===== src/rtl/fetch_sequencer_if.sv =====
`default_nettype none
// ============================================================================
// fetch_sequencer_if : instruction-memory bus and instruction-queue packet bus
// Revision: 1.0
// ============================================================================
interface fetch_sequencer_if #(
  parameter int XLEN       = 64,
  parameter int ADDR_WIDTH = 64
);
  logic                  imem_req_o;
  logic [ADDR_WIDTH-1:0] imem_addr_o;
  logic                  imem_gnt_i;
  logic                  imem_rvalid_i;
  logic [XLEN-1:0]       imem_rdata_i;
  logic                  instr_queue_ready_i;
  logic [XLEN/2-1:0]     inst0_o;
  logic [XLEN/2-1:0]     inst1_o;
  logic                  inst_valid_o;

  modport master (
    output imem_req_o, imem_addr_o, inst0_o, inst1_o, inst_valid_o,
    input  imem_gnt_i, imem_rvalid_i, imem_rdata_i, instr_queue_ready_i
  );

  modport slave (
    input  imem_req_o, imem_addr_o, inst0_o, inst1_o, inst_valid_o,
    output imem_gnt_i, imem_rvalid_i, imem_rdata_i, instr_queue_ready_i
  );
endinterface
`default_nettype wire


===== src/rtl/fetch_sequencer.sv =====
`default_nettype none
// ============================================================================
// fetch_sequencer : single-outstanding fetch FSM producing instruction pairs
// Revision: 1.0
// ============================================================================
module fetch_sequencer #(
  parameter int                    XLEN       = 64,
  parameter int                    ADDR_WIDTH = 64,
  parameter logic [ADDR_WIDTH-1:0] RESET_PC   = ADDR_WIDTH'(64'h0000_0000_8000_0000)
) (
  input  logic                  clk,
  input  logic                  rst,
  input  logic                  fetch_en_i,
  input  logic                  redirect_valid_i,
  input  logic [ADDR_WIDTH-1:0] redirect_pc_i,
  output logic                  ifu_flush_o,
  output logic                  misaligned_exception_o,
  output logic [ADDR_WIDTH-1:0] misaligned_addr_o,
  fetch_sequencer_if.master     bus
);

  localparam int                    HALF       = XLEN / 2;
  localparam logic [HALF-1:0]       NOP        = HALF'(32'h0000_0013);
  localparam logic [ADDR_WIDTH-1:0] STEP_PAIR  = ADDR_WIDTH'(8);
  localparam logic [ADDR_WIDTH-1:0] STEP_SINGLE = ADDR_WIDTH'(4);

  typedef enum logic [2:0] {
    S_IDLE = 3'd0,
    S_REQ  = 3'd1,
    S_WAIT = 3'd2,
    S_PUSH = 3'd3,
    S_DROP = 3'd4,
    S_EXC  = 3'd5,
    S_HALT = 3'd6
  } state_e;

  state_e                state_q, state_d;
  logic [ADDR_WIDTH-1:0] pc_q, pc_d;
  logic [HALF-1:0]       inst0_q, inst0_d;
  logic [HALF-1:0]       inst1_q, inst1_d;
  logic                  valid_q, valid_d;
  logic                  exc_q, exc_d;
  logic [ADDR_WIDTH-1:0] exc_addr_q, exc_addr_d;

  logic aligned;
  logic issue;
  logic outstanding;

  assign aligned = (pc_q[1:0] == 2'b00);
  assign issue   = (state_q == S_REQ) && aligned;

  // A response landing in the redirect cycle is consumed there, so it must not
  // leave the FSM waiting in DROP for a beat that will never come.
  assign outstanding = (((state_q == S_WAIT) || (state_q == S_DROP)) && !bus.imem_rvalid_i)
                     || (issue && bus.imem_gnt_i);

  always_comb begin
    state_d    = state_q;
    pc_d       = pc_q;
    inst0_d    = inst0_q;
    inst1_d    = inst1_q;
    valid_d    = valid_q;
    exc_d      = exc_q;
    exc_addr_d = exc_addr_q;

    if (redirect_valid_i) begin
      pc_d    = redirect_pc_i;
      valid_d = 1'b0;
      exc_d   = 1'b0;
      if (outstanding)     state_d = S_DROP;
      else if (fetch_en_i) state_d = S_REQ;
      else                 state_d = S_IDLE;
    end else begin
      case (state_q)
        S_IDLE: begin
          if (fetch_en_i) state_d = S_REQ;
        end
        S_REQ: begin
          if (!aligned) begin
            exc_d      = 1'b1;
            exc_addr_d = pc_q;
            inst0_d    = '0;
            inst1_d    = '0;
            valid_d    = 1'b1;
            state_d    = S_EXC;
          end else if (bus.imem_gnt_i) begin
            state_d = S_WAIT;
          end
        end
        S_WAIT: begin
          if (bus.imem_rvalid_i) begin
            // An odd-word PC only owns the upper half of the aligned beat.
            if (!pc_q[2]) begin
              inst0_d = bus.imem_rdata_i[HALF-1:0];
              inst1_d = bus.imem_rdata_i[XLEN-1:HALF];
            end else begin
              inst0_d = bus.imem_rdata_i[XLEN-1:HALF];
              inst1_d = NOP;
            end
            valid_d = 1'b1;
            state_d = S_PUSH;
          end
        end
        S_PUSH: begin
          if (bus.instr_queue_ready_i) begin
            valid_d = 1'b0;
            pc_d    = pc_q + (pc_q[2] ? STEP_SINGLE : STEP_PAIR);
            state_d = fetch_en_i ? S_REQ : S_IDLE;
          end
        end
        S_DROP: begin
          if (bus.imem_rvalid_i) state_d = fetch_en_i ? S_REQ : S_IDLE;
        end
        S_EXC: begin
          if (bus.instr_queue_ready_i) begin
            valid_d = 1'b0;
            exc_d   = 1'b0;
            state_d = S_HALT;
          end
        end
        S_HALT: begin
          state_d = S_HALT;
        end
        default: begin
          state_d = S_IDLE;
        end
      endcase
    end
  end

  always_ff @(posedge clk or negedge rst) begin
    if (!rst) begin
      state_q    <= S_IDLE;
      pc_q       <= RESET_PC;
      inst0_q    <= '0;
      inst1_q    <= '0;
      valid_q    <= 1'b0;
      exc_q      <= 1'b0;
      exc_addr_q <= '0;
    end else begin
      state_q    <= state_d;
      pc_q       <= pc_d;
      inst0_q    <= inst0_d;
      inst1_q    <= inst1_d;
      valid_q    <= valid_d;
      exc_q      <= exc_d;
      exc_addr_q <= exc_addr_d;
    end
  end

  // The request drops in the redirect cycle itself so a stale fetch never issues.
  assign bus.imem_req_o   = issue && !redirect_valid_i;
  assign bus.imem_addr_o  = issue ? {pc_q[ADDR_WIDTH-1:3], 3'b000} : '0;
  assign bus.inst0_o      = inst0_q;
  assign bus.inst1_o      = inst1_q;
  assign bus.inst_valid_o = valid_q;

  assign ifu_flush_o            = redirect_valid_i;
  assign misaligned_exception_o = exc_q;
  assign misaligned_addr_o      = exc_addr_q;

endmodule
`default_nettype wire


===== src/flat_wrapper.sv =====
// flat-port wrapper written by rule: the top's interface ports become plain ports
module fetch_sequencer_flat 
#(
  parameter int                    XLEN       = 64,
  parameter int                    ADDR_WIDTH = 64,
  parameter logic [ADDR_WIDTH-1:0] RESET_PC   = ADDR_WIDTH'(64'h0000_0000_8000_0000)
)
  (clk, rst, fetch_en_i, redirect_valid_i, redirect_pc_i, ifu_flush_o, misaligned_exception_o, misaligned_addr_o, bus_imem_req_o, bus_imem_addr_o, bus_inst0_o, bus_inst1_o, bus_inst_valid_o, bus_imem_gnt_i, bus_imem_rvalid_i, bus_imem_rdata_i, bus_instr_queue_ready_i);
  fetch_sequencer_if #(.XLEN(XLEN), .ADDR_WIDTH(ADDR_WIDTH)) bus_i ();
  input  logic clk;
  input  logic rst;
  input  logic fetch_en_i;
  input  logic redirect_valid_i;
  input  logic [ADDR_WIDTH-1:0] redirect_pc_i;
  output logic ifu_flush_o;
  output logic misaligned_exception_o;
  output logic [ADDR_WIDTH-1:0] misaligned_addr_o;
  output wire logic [$bits(bus_i.imem_req_o)-1:0] bus_imem_req_o;
  output wire logic [$bits(bus_i.imem_addr_o)-1:0] bus_imem_addr_o;
  output wire logic [$bits(bus_i.inst0_o)-1:0] bus_inst0_o;
  output wire logic [$bits(bus_i.inst1_o)-1:0] bus_inst1_o;
  output wire logic [$bits(bus_i.inst_valid_o)-1:0] bus_inst_valid_o;
  input wire logic [$bits(bus_i.imem_gnt_i)-1:0] bus_imem_gnt_i;
  input wire logic [$bits(bus_i.imem_rvalid_i)-1:0] bus_imem_rvalid_i;
  input wire logic [$bits(bus_i.imem_rdata_i)-1:0] bus_imem_rdata_i;
  input wire logic [$bits(bus_i.instr_queue_ready_i)-1:0] bus_instr_queue_ready_i;
  assign bus_imem_req_o = bus_i.imem_req_o;
  assign bus_imem_addr_o = bus_i.imem_addr_o;
  assign bus_inst0_o = bus_i.inst0_o;
  assign bus_inst1_o = bus_i.inst1_o;
  assign bus_inst_valid_o = bus_i.inst_valid_o;
  assign bus_i.imem_gnt_i = bus_imem_gnt_i;
  assign bus_i.imem_rvalid_i = bus_imem_rvalid_i;
  assign bus_i.imem_rdata_i = bus_imem_rdata_i;
  assign bus_i.instr_queue_ready_i = bus_instr_queue_ready_i;
  fetch_sequencer #(.XLEN(XLEN), .ADDR_WIDTH(ADDR_WIDTH), .RESET_PC(RESET_PC)) u_core (.clk(clk), .rst(rst), .fetch_en_i(fetch_en_i), .redirect_valid_i(redirect_valid_i), .redirect_pc_i(redirect_pc_i), .ifu_flush_o(ifu_flush_o), .misaligned_exception_o(misaligned_exception_o), .misaligned_addr_o(misaligned_addr_o), .bus(bus_i));
endmodule

===== config.mk =====
export PLATFORM = sky130hd
export DESIGN_NAME = fetch_sequencer_flat
export DESIGN_NICKNAME = d
export VERILOG_FILES = /design/src/rtl/fetch_sequencer_if.sv /design/src/rtl/fetch_sequencer.sv /design/src/flat_wrapper.sv
export SDC_FILE = /design/constraint.sdc
export NUM_CORES = 1
export LEC_CHECK = 0
export BUFFER_PORTS_ARGS = -buffer_cell sky130_fd_sc_hd__buf_2
export CORE_MARGIN = 4
export CORE_UTILIZATION = 45
export CTS_CLUSTER_SIZE = 40
export DETAILED_ROUTE_END_ITERATION = 10
export GPL_ROUTABILITY_DRIVEN = 1
export PLACE_DENSITY = 0.83
export SLEW_MARGIN = 5
export SYNTH_ARGS = -nofsm -noshare
export SYNTH_HDL_FRONTEND = slang
export SYNTH_SLANG_ARGS = --single-unit

===== constraint.sdc =====
create_clock -name clk -period 7.2 [get_ports clk]
set_input_delay 2.16 -clock clk [delete_from_list [all_inputs] [get_ports clk]]
set_output_delay 2.16 -clock clk [all_outputs]
set_load 0.01 [all_outputs]

==> impl_metrics.csv, run 1 <==
group,metric,value,unit
yosys,synth_area_leader_cell,"dfrtp_1",
setup_path,path_class,"primary input to output port",
clocking,post-cts-setup-buffer-count,0,
timing,hold_slack,0.4798,ns
power,clkPwrFrac,27.1,%
power,net-switching-power,1205,uW
clocking,cts_tree,"done",
clocking,hold_buffers,0,
yosys,ys_top_cells_by_area,"dfrtp_1 (49%), mux2_2 (7.0%), nand2_1 (6.5%)",
timing,fin_ws,2.362,ns
floorplan,die_w,156.8,um
timing,fmax,0.2067,GHz
global_routing,grt_max_degree,102,
yosys,synth_common_cells,"dfrtp_1 (196), nand2_1 (173), o21ai_0 (87), and2_1 (64), mux2_2 (62)",
setup_path,slowest_stage,"nor2_1",
finish,nets,1445,
clocking,htreeDepth,4,
power,pwr-share-seq,44.8,%
yosys,synth-seq-area-share,49.52,%
floorplan,die_area,24570,sq um
setup_path,startpoint,"redirect_valid_i",
yosys,synth-main-ff-cell,"dfrtp_1",
yosys,syn_inst,1029,
worst_hold_path,holdPathStages,2,
worst_hold_path,hold_path.class,"flip-flop to flip-flop",
drt,dr.pass1.iters,5,
clocking,cts_resized,0,
yosys,synth_cell_types,50,
drt,antenna_left,0,
yosys,synth_edf_count,0,
power,switching_share,34.71,%
finish,fillers,1881,
power,p_int,2267,uW
setup_path,r2r_cells,8,
setup_path,crit_chain,"buf_4, nor2_1, buf_2",
yosys,synth_warnings,0,
run,cap_viol_max_count,0,
floorplan,ioPinCount,331,
power,comb_power_share,28.1,%
finish,area_growth,23.72,%
setup_path,crit_path_max_incr_delay,0.20,ns
clocking,cts_root_buffer,"clkbuf_16",
floorplan,die_h,156.8,um
finish,seq_area,4932,sq um
yosys,synth-seq-cells,197,
setup_path,crit_path_end_kind,"output port",
timing,timing.final.hold_violations,0,
global_routing,grt-ovfl-total,0,
finish,instances_no_fill,1603,
clocking,clk-insertion-delay-late,0.43,ns
timing,maxSlewHeadroom,37.68,%
finish,drive_gt1_share,33.46,%
global_routing,grt_usage,24.08,%
floorplan,start_util,45.63,%
timing,finalSetupViolCount,0,
yosys,avgSynthCellArea,9.676,sq um
timing,finalMaxSlewViolations,0,
drt,wl,29950,um
setup_path,reg2reg_from,"u_core.pc_q[2]",
finish,multiInputGateArea,4701,sq um
setup_path,cp.required,5.04,ns
power,power_density,281.8,nW/um^2
clocking,path_clk_slew,0.08,ns
status,outcome,"finished, final reports clean",
power,vdd.ir_drop.worst,0.0001774,V
clocking,numClockSinks,197,
floorplan,rows,54,
clocking,cts_buffers,17,
timing,period_minus_slack,4.838,ns
global_routing,grt_pass1_wl,47190,um
yosys,syn_area,9957,sq um
yosys,synth_most_common_cell,"dfrtp_1",
timing,worstMarginPinSlew,0.9348,ns
placed_design,dp_cells,1569,
placed_design,io_buffer_count,327,
global_routing,antenna_found_initial,4,
timing,period_share,67.19,%
drt,drt-initial-drc-count,606,
drt,avgViaCountPerCell,5.649,
clocking,clock_path_buffers,2,
setup_path,crit_fanout,3,
setup_path,r2r_end,"u_core.pc_q[59]",
global_routing,grt_pass1_vias,9017,
placed_design,gp_congestion,0.8706,
worst_hold_path,min_to,"u_core.bus.inst1_o[29]",
setup_path,cp-start-kind,"primary input",
yosys,postSynth.asyncResetShare,100.0,%
setup_path,rrSetupSlack,4.01,ns
floorplan,core_area,21820,sq um
placed_design,place_ws,2.385,ns
drt,drc,0,
placed_design,place_hpwl,21880,um
drt,routedWlPerCell,18.69,um
finish,final_util,56.45,%
timing,rsz0062_at_grt,"no",
setup_path,arrival,2.68,ns
timing,skew,0.01093,ns
timing,tns,0,ns
yosys,synth_top_area_share,49.26,%
drt,vias,9056,
worst_hold_path,worstHoldStart,"u_core.bus.inst1_o[29]",
power,leakage,0.005853,uW
[placed cells by master (no fill, tap or decap), drive strengths merged, types with 2 or more instances in the layout]
cell type	netlist	final
buf	16	337
dfrtp	196	196
nand2	173	173
o21ai	87	87
and2	64	64
mux2	62	62
o31ai	42	42
nor2	41	41
nand4	34	34
mux2i	33	33
nand3	25	25
xnor2	22	22
a31oi	19	19
nor4	19	19
clkbuf	64	18
inv	9	16
xor2	15	15
or4	15	15
and4	14	14
and3	12	12
nor3	11	11
or3	11	11
a21oi	8	8
clkinv	0	8
nor2b	4	4
nand2b	4	4
o31a	3	3
conb	1	3
diode	0	2
o22ai	2	2
o211ai	2	2
o41ai	2	2
nand4b	2	2
or4b	2	2
a221o	2	2
ha	2	2
nor3b	2	2
[final cells by class]
cell class	instances	share of cell area (%)
clock buffers	17	3.453
clock inverters	15	1.148
diodes	2	0.04063
inverters	9	0.2742
multi-input cells	745	38.16
flip-flops and latches	197	40.04
repair buffers	338	14.05
well taps	280	2.844
[per-layer routing]
metal  up-vias  GRT usage [%]  share of wire (%)
li1       4195              -                  -
met1      4351          28.92                 38
met2       437          41.31                 50
met3        69          6.886                9.8
met4         4          8.760                3.0
met5         -              0              0.070
[through the flow]
| step | power (uW) | area [sq um] |
|---|---|---|
| 4_1_cts | 3496 | 12310 |
| 2_1_floorplan | 2108 | 9965 |
| 5_1_grt | 3672 | 12320 |
| 3_3_place_gp | 2517 | 11750 |
| 3_5_place_dp | 2563 | 11750 |
| 6_report | 3472 | 12320 |
[flip-flops by register name, indices dropped and copies added, names as in the netlist]
register	count
u_core.bus.inst0_o	32
u_core.pc_q	64
u_core.misaligned_addr_o	64
u_core.misaligned_exception_o	1
u_core.bus.inst_valid_o	1
u_core.state_q	3
u_core.bus.inst1_o	32
[logic make-up after synthesis]
family / share of synthesized area, %
adder cells (fa/ha/maj): 0.2513
flip-flops: 49.52
XOR/XNOR: 3.255
AND/OR/NAND/NOR: 22.35
multiplexers: 10.33
AO/OA/AOI/OAI: 10.64
other: 0.03766
buffers and inverters: 3.606
[critical path, delay by kind of cell]
kind                   cells  cell delay, ns
and+or+nand+nor            1            0.20
buffers and inverters      2            0.31
[power groups by stage]
stage,Combinational [uW],Clock (uW),Sequential [uW]
2_1_floorplan,490,0,1620
3_3_place_gp,958,0,1560
3_5_place_dp,990,0,1570
4_1_cts,990,953,1550
5_1_grt,1080,1000,1590
6_report,975,941,1560
[how the worst max path moves through the flow]
stage          slack, ns  cells after the start             endpoint
6_report            2.36                      3       bus_imem_req_o
5_1_grt             2.32                      5  bus_imem_addr_o[44]
4_1_cts             2.38                      3       bus_imem_req_o
3_5_place_dp        2.39                      3       bus_imem_req_o
3_3_place_gp        2.37                      3       bus_imem_req_o
2_1_floorplan       1.96                      4       bus_imem_req_o
Note: power is estimated with default switching activity, not from simulation.
==> run 2: changes to the inputs <==
Settings changed: ABC_AREA from default to 1, PLACE_DENSITY 0.83 to 0.85.
Clock period 7.2 ns to 4.23 ns, I/O delays scaled along.
==> run 2 against run 1 <==
  * Clock skew grew 0.0062 ns
  * Clock power rose by 80%
  * Core utilization barely moved
  * Cell area up 8.5%
  * First-iteration DRC count is 110% higher
  * Synthesized cell count grew 44%
  * Worst setup slack worse by 1.8 ns
  * Critical path depth grew 4
  * Combinational power up 140%
  * Wire length grew 24%
  * Sequential power grew 78%
==> impl_metrics.csv, run 2 <==
group,metric,value,unit
status,outcome,"finished, final reports clean",
placed_design,place_hpwl,28650,um
clocking,cts_root_buffer,"clkbuf_16",
clocking,cts_tree,"done",
drt,wl,37220,um
setup_path,crit_fanout,63,
finish,final_cell_area,13360,sq um
setup_path,slowest_stage,"inv_2",
yosys,syn_area,10940,sq um
timing,timing.final.hold_violations,0,
timing,rsz0062_at_grt,"no",
floorplan,start_util,46.21,%
drt,avgViaCountPerCell,5.340,
drt,dr.pass1.iters,5,
setup_path,path_buf_inv,3,
global_routing,grt_usage,27.25,%
yosys,avgSynthCellArea,7.395,sq um
placed_design,place_area,12750,sq um
floorplan,die_area,26880,sq um
global_routing,grt_max_degree,129,
setup_path,crit_chain,"inv_2, nor2_1, nand2_1, nor2_2, inv_2, nor2_1, buf_2",
setup_path,startpoint,"u_core.state_q[0]",
timing,skew,0.01713,ns
clocking,cts_resized,0,
floorplan,ioPinCount,331,
yosys,synth_area_leader_cell,"dfrtp_1",
global_routing,antenna_found_initial,4,
yosys,synth_top_area_share,44.82,%
global_routing,grt-ovfl-total,0,
clocking,hold_buffers,0,
yosys,synth-seq-area-share,45.06,%
setup_path,cp.required,2.96,ns
setup_path,path_class,"flip-flop to output port",
floorplan,die_h,164.0,um
timing,period_share,86.46,%
yosys,synth_most_common_cell,"nand2_1",
clocking,htreeDepth,4,
setup_path,crit_path_end_kind,"output port",
floorplan,rows,56,
finish,final_common_cell,"nand2_1",
setup_path,reg2reg_from,"u_core.state_q[1]",
setup_path,crit_path_max_incr_delay,0.77,ns
power,power_density,509.4,nW/um^2
worst_hold_path,hold_path.class,"flip-flop to flip-flop",
timing,tns,0,ns
drt,drc,0,
drt,routedWlPerCell,17.67,um
timing,fmax,0.2734,GHz
yosys,synth-seq-cells,197,
yosys,synth_warnings,0,
timing,finalMaxSlewViolations,0,
global_routing,grt_pass1_wl,57800,um
yosys,postSynth.asyncResetShare,100.0,%
timing,period_minus_slack,3.657,ns
finish,area_growth,22.11,%
yosys,synth_common_cells,"nand2_1 (463), nor2_1 (239), dfrtp_1 (196), inv_1 (105), o21ai_0 (93)",
clocking,numClockSinks,197,
yosys,synth-main-ff-cell,"dfrtp_1",
yosys,synth_edf_count,0,
setup_path,crit_cells,7,
finish,drive_gt1_share,23.22,%
setup_path,cp-start-kind,"flip-flop",
power,vdd.ir_drop.worst,0.0002681,V
setup_path,arrival,2.39,ns
timing,hold_slack,0.4832,ns
finish,final_cell_mix,"nand2_1 (463), buf_2 (326), nor2_1 (239), dfrtp_1 (195), inv_1 (103)",
setup_path,r2r_end,"u_core.bus.inst1_o[23]",
clocking,cts_buffers,17,
clocking,clock_path_buffers,2,
placed_design,place_ws,1.057,ns
drt,vias,11250,
setup_path,r2r_cells,6,
setup_path,rrSetupSlack,1.75,ns
clocking,path_clk_slew,0.08,ns
placed_design,io_buffer_count,327,
placed_design,gp_congestion,1.016,
timing,finalSetupViolCount,0,
drt,antenna_left,0,
setup_path,cpLargestDelayFamily,"buffers and inverters",
yosys,synth_cell_types,42,
power,power,6807,uW
power,leakage,0.006807,uW
global_routing,grt_pass1_vias,10990,
clocking,post-cts-setup-buffer-count,0,
timing,maxSlewHeadroom,23.96,%
yosys,ys_top_cells_by_area,"dfrtp_1 (45%), nand2_1 (16%), nor2_1 (8.2%)",
timing,worstMarginPinSlew,1.139,ns
yosys,syn_inst,1480,
timing,fin_ws,0.5727,ns
finish,nets,1907,
setup_path,cp-endpoint,"bus_imem_addr_o[26]",
run,cap_viol_max_count,0,
clocking,clk-insertion-delay-late,0.44,ns
floorplan,die_w,164.0,um
finish,fillers,2210,
drt,drt-initial-drc-count,1266,
floorplan,core_area,23680,sq um
-- run 2: cells by family (layout without fill, tap and decap cells) --
logic type | after synthesis | in the layout | share of synthesized area, %
XOR/XNOR | 21 | 21 | 1.681
flip-flops | 197 | 197 | 45.06
buffers and inverters | 184 | 485 | 7.546
AO/OA/AOI/OAI | 203 | 203 | 11.15
AND/OR/NAND/NOR | 840 | 840 | 31.38
multiplexers | 32 | 32 | 2.927
other | 1 | 7 | 0.03426
adder cells (fa/ha/maj) | 2 | 2 | 0.2286
-- run 2: layout make-up --
cell class / instances / area [sq um] / area share (%)
diodes: 4 / 10.01 / 0.07490
flip-flops and latches: 197 / 4932 / 36.91
well taps: 319 / 399.1 / 2.987
multi-input cells: 1101 / 5200 / 38.91
repair buffers: 341 / 1800 / 13.47
clock inverters: 13 / 157.7 / 1.180
clock buffers: 19 / 442.9 / 3.314
inverters: 112 / 421.7 / 3.155
-- run 2: power by group --
group | total (uW) | internal, uW | switching, uW
clock | 1690 | 864 | 826
sequential | 2770 | 2400 | 367
combinational | 2350 | 839 | 1510
total | 6810 | 4110 | 2700
-- run 2: routing by layer --
| layer | track usage [%] | share of wire (%) | wire (um) |
|---|---|---|---|
| met1 | 34.08 | 39 | 14550 |
| met2 | 46.39 | 49 | 18070 |
| met3 | 4.417 | 8.2 | 3059 |
| met4 | 12.54 | 4.2 | 1549 |
| met5 | 0 | 0 | 0 |
-- run 2: worst register-to-register path: stages (launching register included) --
cell     delay [ns]
dfrtp_1        0.47
inv_2          0.09
nor2_4         0.14
nand2_4        0.29
nor2_2         0.99
nand2_1        0.19
o21ai_0        0.23
-- run 2: worst min-delay path by stage --
stage	from	to	slack (ns)	cells after the start
6_report	u_core.bus.inst1_o[17]	u_core.bus.inst1_o[17]	0.48	2
5_1_grt	u_core.bus.inst0_o[27]	u_core.bus.inst0_o[27]	0.50	2
4_1_cts	u_core.bus.inst0_o[19]	u_core.bus.inst0_o[19]	0.48	2
3_5_place_dp	u_core.bus.inst0_o[19]	u_core.bus.inst0_o[19]	0.46	2
3_3_place_gp	u_core.bus.inst0_o[0]	u_core.bus.inst0_o[0]	0.46	2
2_1_floorplan	u_core.pc_q[1]	u_core.pc_q[1]	0.46	2
-- run 2: metrics by stage --
| stage | cells | utilization (%) |
|---|---|---|
| final | 2106 | 56.43 |
| after global routing | 2106 | 56.43 |
| after CTS | 2102 | 56.39 |
| after detailed placement | 2070 | 53.85 |
| after global placement | 2070 | 53.85 |
| after floorplan | 1482 | - |
==> run 3: changes to the inputs <==
Settings changed: CORE_UTILIZATION 45 to 25, PLACE_DENSITY 0.85 to 0.57.
==> run 3 against run 2 <==
  * Core utilization shrank 25 points
  * Power grew 0.16%
  * Worst setup slack lost 0.13 ns
  * Critical endpoint is now bus_imem_addr_o[3]
  * Largest cell class unchanged
  * Largest power group unchanged
==> impl_metrics.csv, run 3 (synthesis gave the netlist of run 2 again) <==
group,metric,value,unit
setup_path,crit_fanout,43,
floorplan,start_util,25.35,%
clocking,clk-insertion-delay-late,0.49,ns
floorplan,die_h,217.2,um
timing,finalSetupViolCount,0,
setup_path,cp.required,2.96,ns
setup_path,cp-endpoint,"bus_imem_addr_o[3]",
finish,nets,1912,
floorplan,die_area,47190,sq um
global_routing,grt-ovfl-total,0,
clocking,clock_path_buffers,2,
drt,avgViaCountPerCell,4.639,
timing,tns,0,ns
clocking,hold_buffers,0,
global_routing,grt_max_degree,79,
status,outcome,"finished, final reports clean",
clocking,cts_tree,"done",
global_routing,grt_pass1_vias,10830,
drt,wl,42890,um
timing,timing.final.hold_violations,0,
run,cap_viol_max_count,0,
power,power,6818,uW
setup_path,reg2reg_from,"u_core.pc_q[2]",
timing,skew,0.01870,ns
finish,final_common_cell,"nand2_1",
placed_design,io_buffer_count,327,
finish,drive_gt1_share,23.49,%
setup_path,r2r_cells,12,
power,leakage,0.006801,uW
setup_path,rrSetupSlack,1.62,ns
timing,maxSlewHeadroom,50.78,%
drt,vias,11010,
setup_path,crit_path_end_kind,"output port",
setup_path,slowest_stage,"buf_4",
clocking,cts_resized,0,
setup_path,startpoint,"u_core.state_q[0]",
global_routing,grt_pass1_wl,64310,um
placed_design,gp_congestion,0.9433,
finish,final_util,31.72,%
placed_design,place_ws,0.8963,ns
placed_design,place_hpwl,33440,um
global_routing,grt_usage,17.98,%
setup_path,crit_path_max_incr_delay,0.49,ns
setup_path,path_class,"flip-flop to output port",
worst_hold_path,hold_path.class,"flip-flop to flip-flop",
finish,final_cell_mix,"nand2_1 (463), buf_2 (326), nor2_1 (239), dfrtp_1 (195), inv_1 (103)",
timing,rsz0062_at_grt,"no",
clocking,cts_buffers,17,
global_routing,antenna_found_initial,2,
setup_path,r2r_end,"u_core.pc_q[59]",
finish,multiInputGateArea,5200,sq um
clocking,cts_root_buffer,"clkbuf_16",
power,vdd.ir_drop.worst,0.0002746,V
floorplan,rows,76,
floorplan,ioPinCount,331,
power,power_density,497.9,nW/um^2
timing,fmax,0.2640,GHz
drt,routedWlPerCell,18.07,um
floorplan,die_w,217.2,um
clocking,post-cts-setup-buffer-count,0,
setup_path,cp-start-kind,"flip-flop",
setup_path,arrival,2.52,ns
setup_path,crit_chain,"inv_2, nor2_1, nand2_1, nor2_2, inv_2, buf_4, nor2_1, buf_2",
clocking,htreeDepth,4,
timing,worstMarginPinSlew,0.7375,ns
drt,drc,0,
clocking,path_clk_slew,0.07,ns
timing,period_minus_slack,3.788,ns
clocking,numClockSinks,197,
finish,area_growth,25.11,%
timing,finalMaxSlewViolations,0,
finish,seq_area,4932,sq um
drt,drt-initial-drc-count,961,
timing,period_share,89.55,%
drt,antenna_left,0,
drt,dr.pass1.iters,5,
finish,fillers,4749,
floorplan,core_area,43170,sq um
timing,fin_ws,0.4419,ns
run 3: cell types whose count changed in the layout (fill, tap and decap cells not counted), sizes merged:
cell	delta
bufinv	-1
inv	-2
clkinvlp	+4
buf	+5
diode	-3
clkinv	-1
run 3: cell type report:
type,count,share of cell area (%)
well taps,585,5.346
multi-input cells,1101,37.98
repair buffers,346,13.42
inverters,112,3.080
diodes,1,0.01828
clock inverters,13,0.8224
clock buffers,19,3.308
flip-flops and latches,197,36.02
run 3: worst min path at each step:
stage / start / endpoint / slack [ns] / depth (start not counted)
6_report: u_core.bus.inst0_o[2] / u_core.bus.inst0_o[2] / 0.48 / 2
5_1_grt: u_core.bus.inst0_o[1] / u_core.bus.inst0_o[1] / 0.50 / 2
3_3_place_gp: u_core.bus.inst0_o[21] / u_core.bus.inst0_o[21] / 0.46 / 2
3_5_place_dp: u_core.bus.inst0_o[1] / u_core.bus.inst0_o[1] / 0.47 / 2
2_1_floorplan: u_core.pc_q[1] / u_core.pc_q[1] / 0.46 / 2
4_1_cts: u_core.bus.inst0_o[31] / u_core.bus.inst0_o[31] / 0.48 / 2
run 3: per-stage QoR:
stage	area [sq um]	instances	hold WS, ns
2_1_floorplan	10950	1482	0.4563
3_3_place_gp	13120	2341	0.4607
3_5_place_dp	13120	2341	0.4655
4_1_cts	13690	2373	0.4849
5_1_grt	13690	2374	0.4980
6_report	13690	2374	0.4800
run 3: per-layer routing:
metal / GRT usage, % / wire [um]
met5: 0 / 0
met4: 5.491 / 1072
met3: 5.166 / 3119
met2: 30.17 / 20280
met1: 22.50 / 18420
run 3: worst max-delay path, delay by kind of cell (launching register included):
| kind | cells | cell delay, ns |
|---|---|---|
| buf+inv | 4 | 1.13 |
| flops | 1 | 0.46 |
| simple gates | 4 | 0.37 |
run 3: where the power goes:
part	switching, uW	internal [uW]
Sequential	347	2400
Clock	859	801
Combinational	1560	848
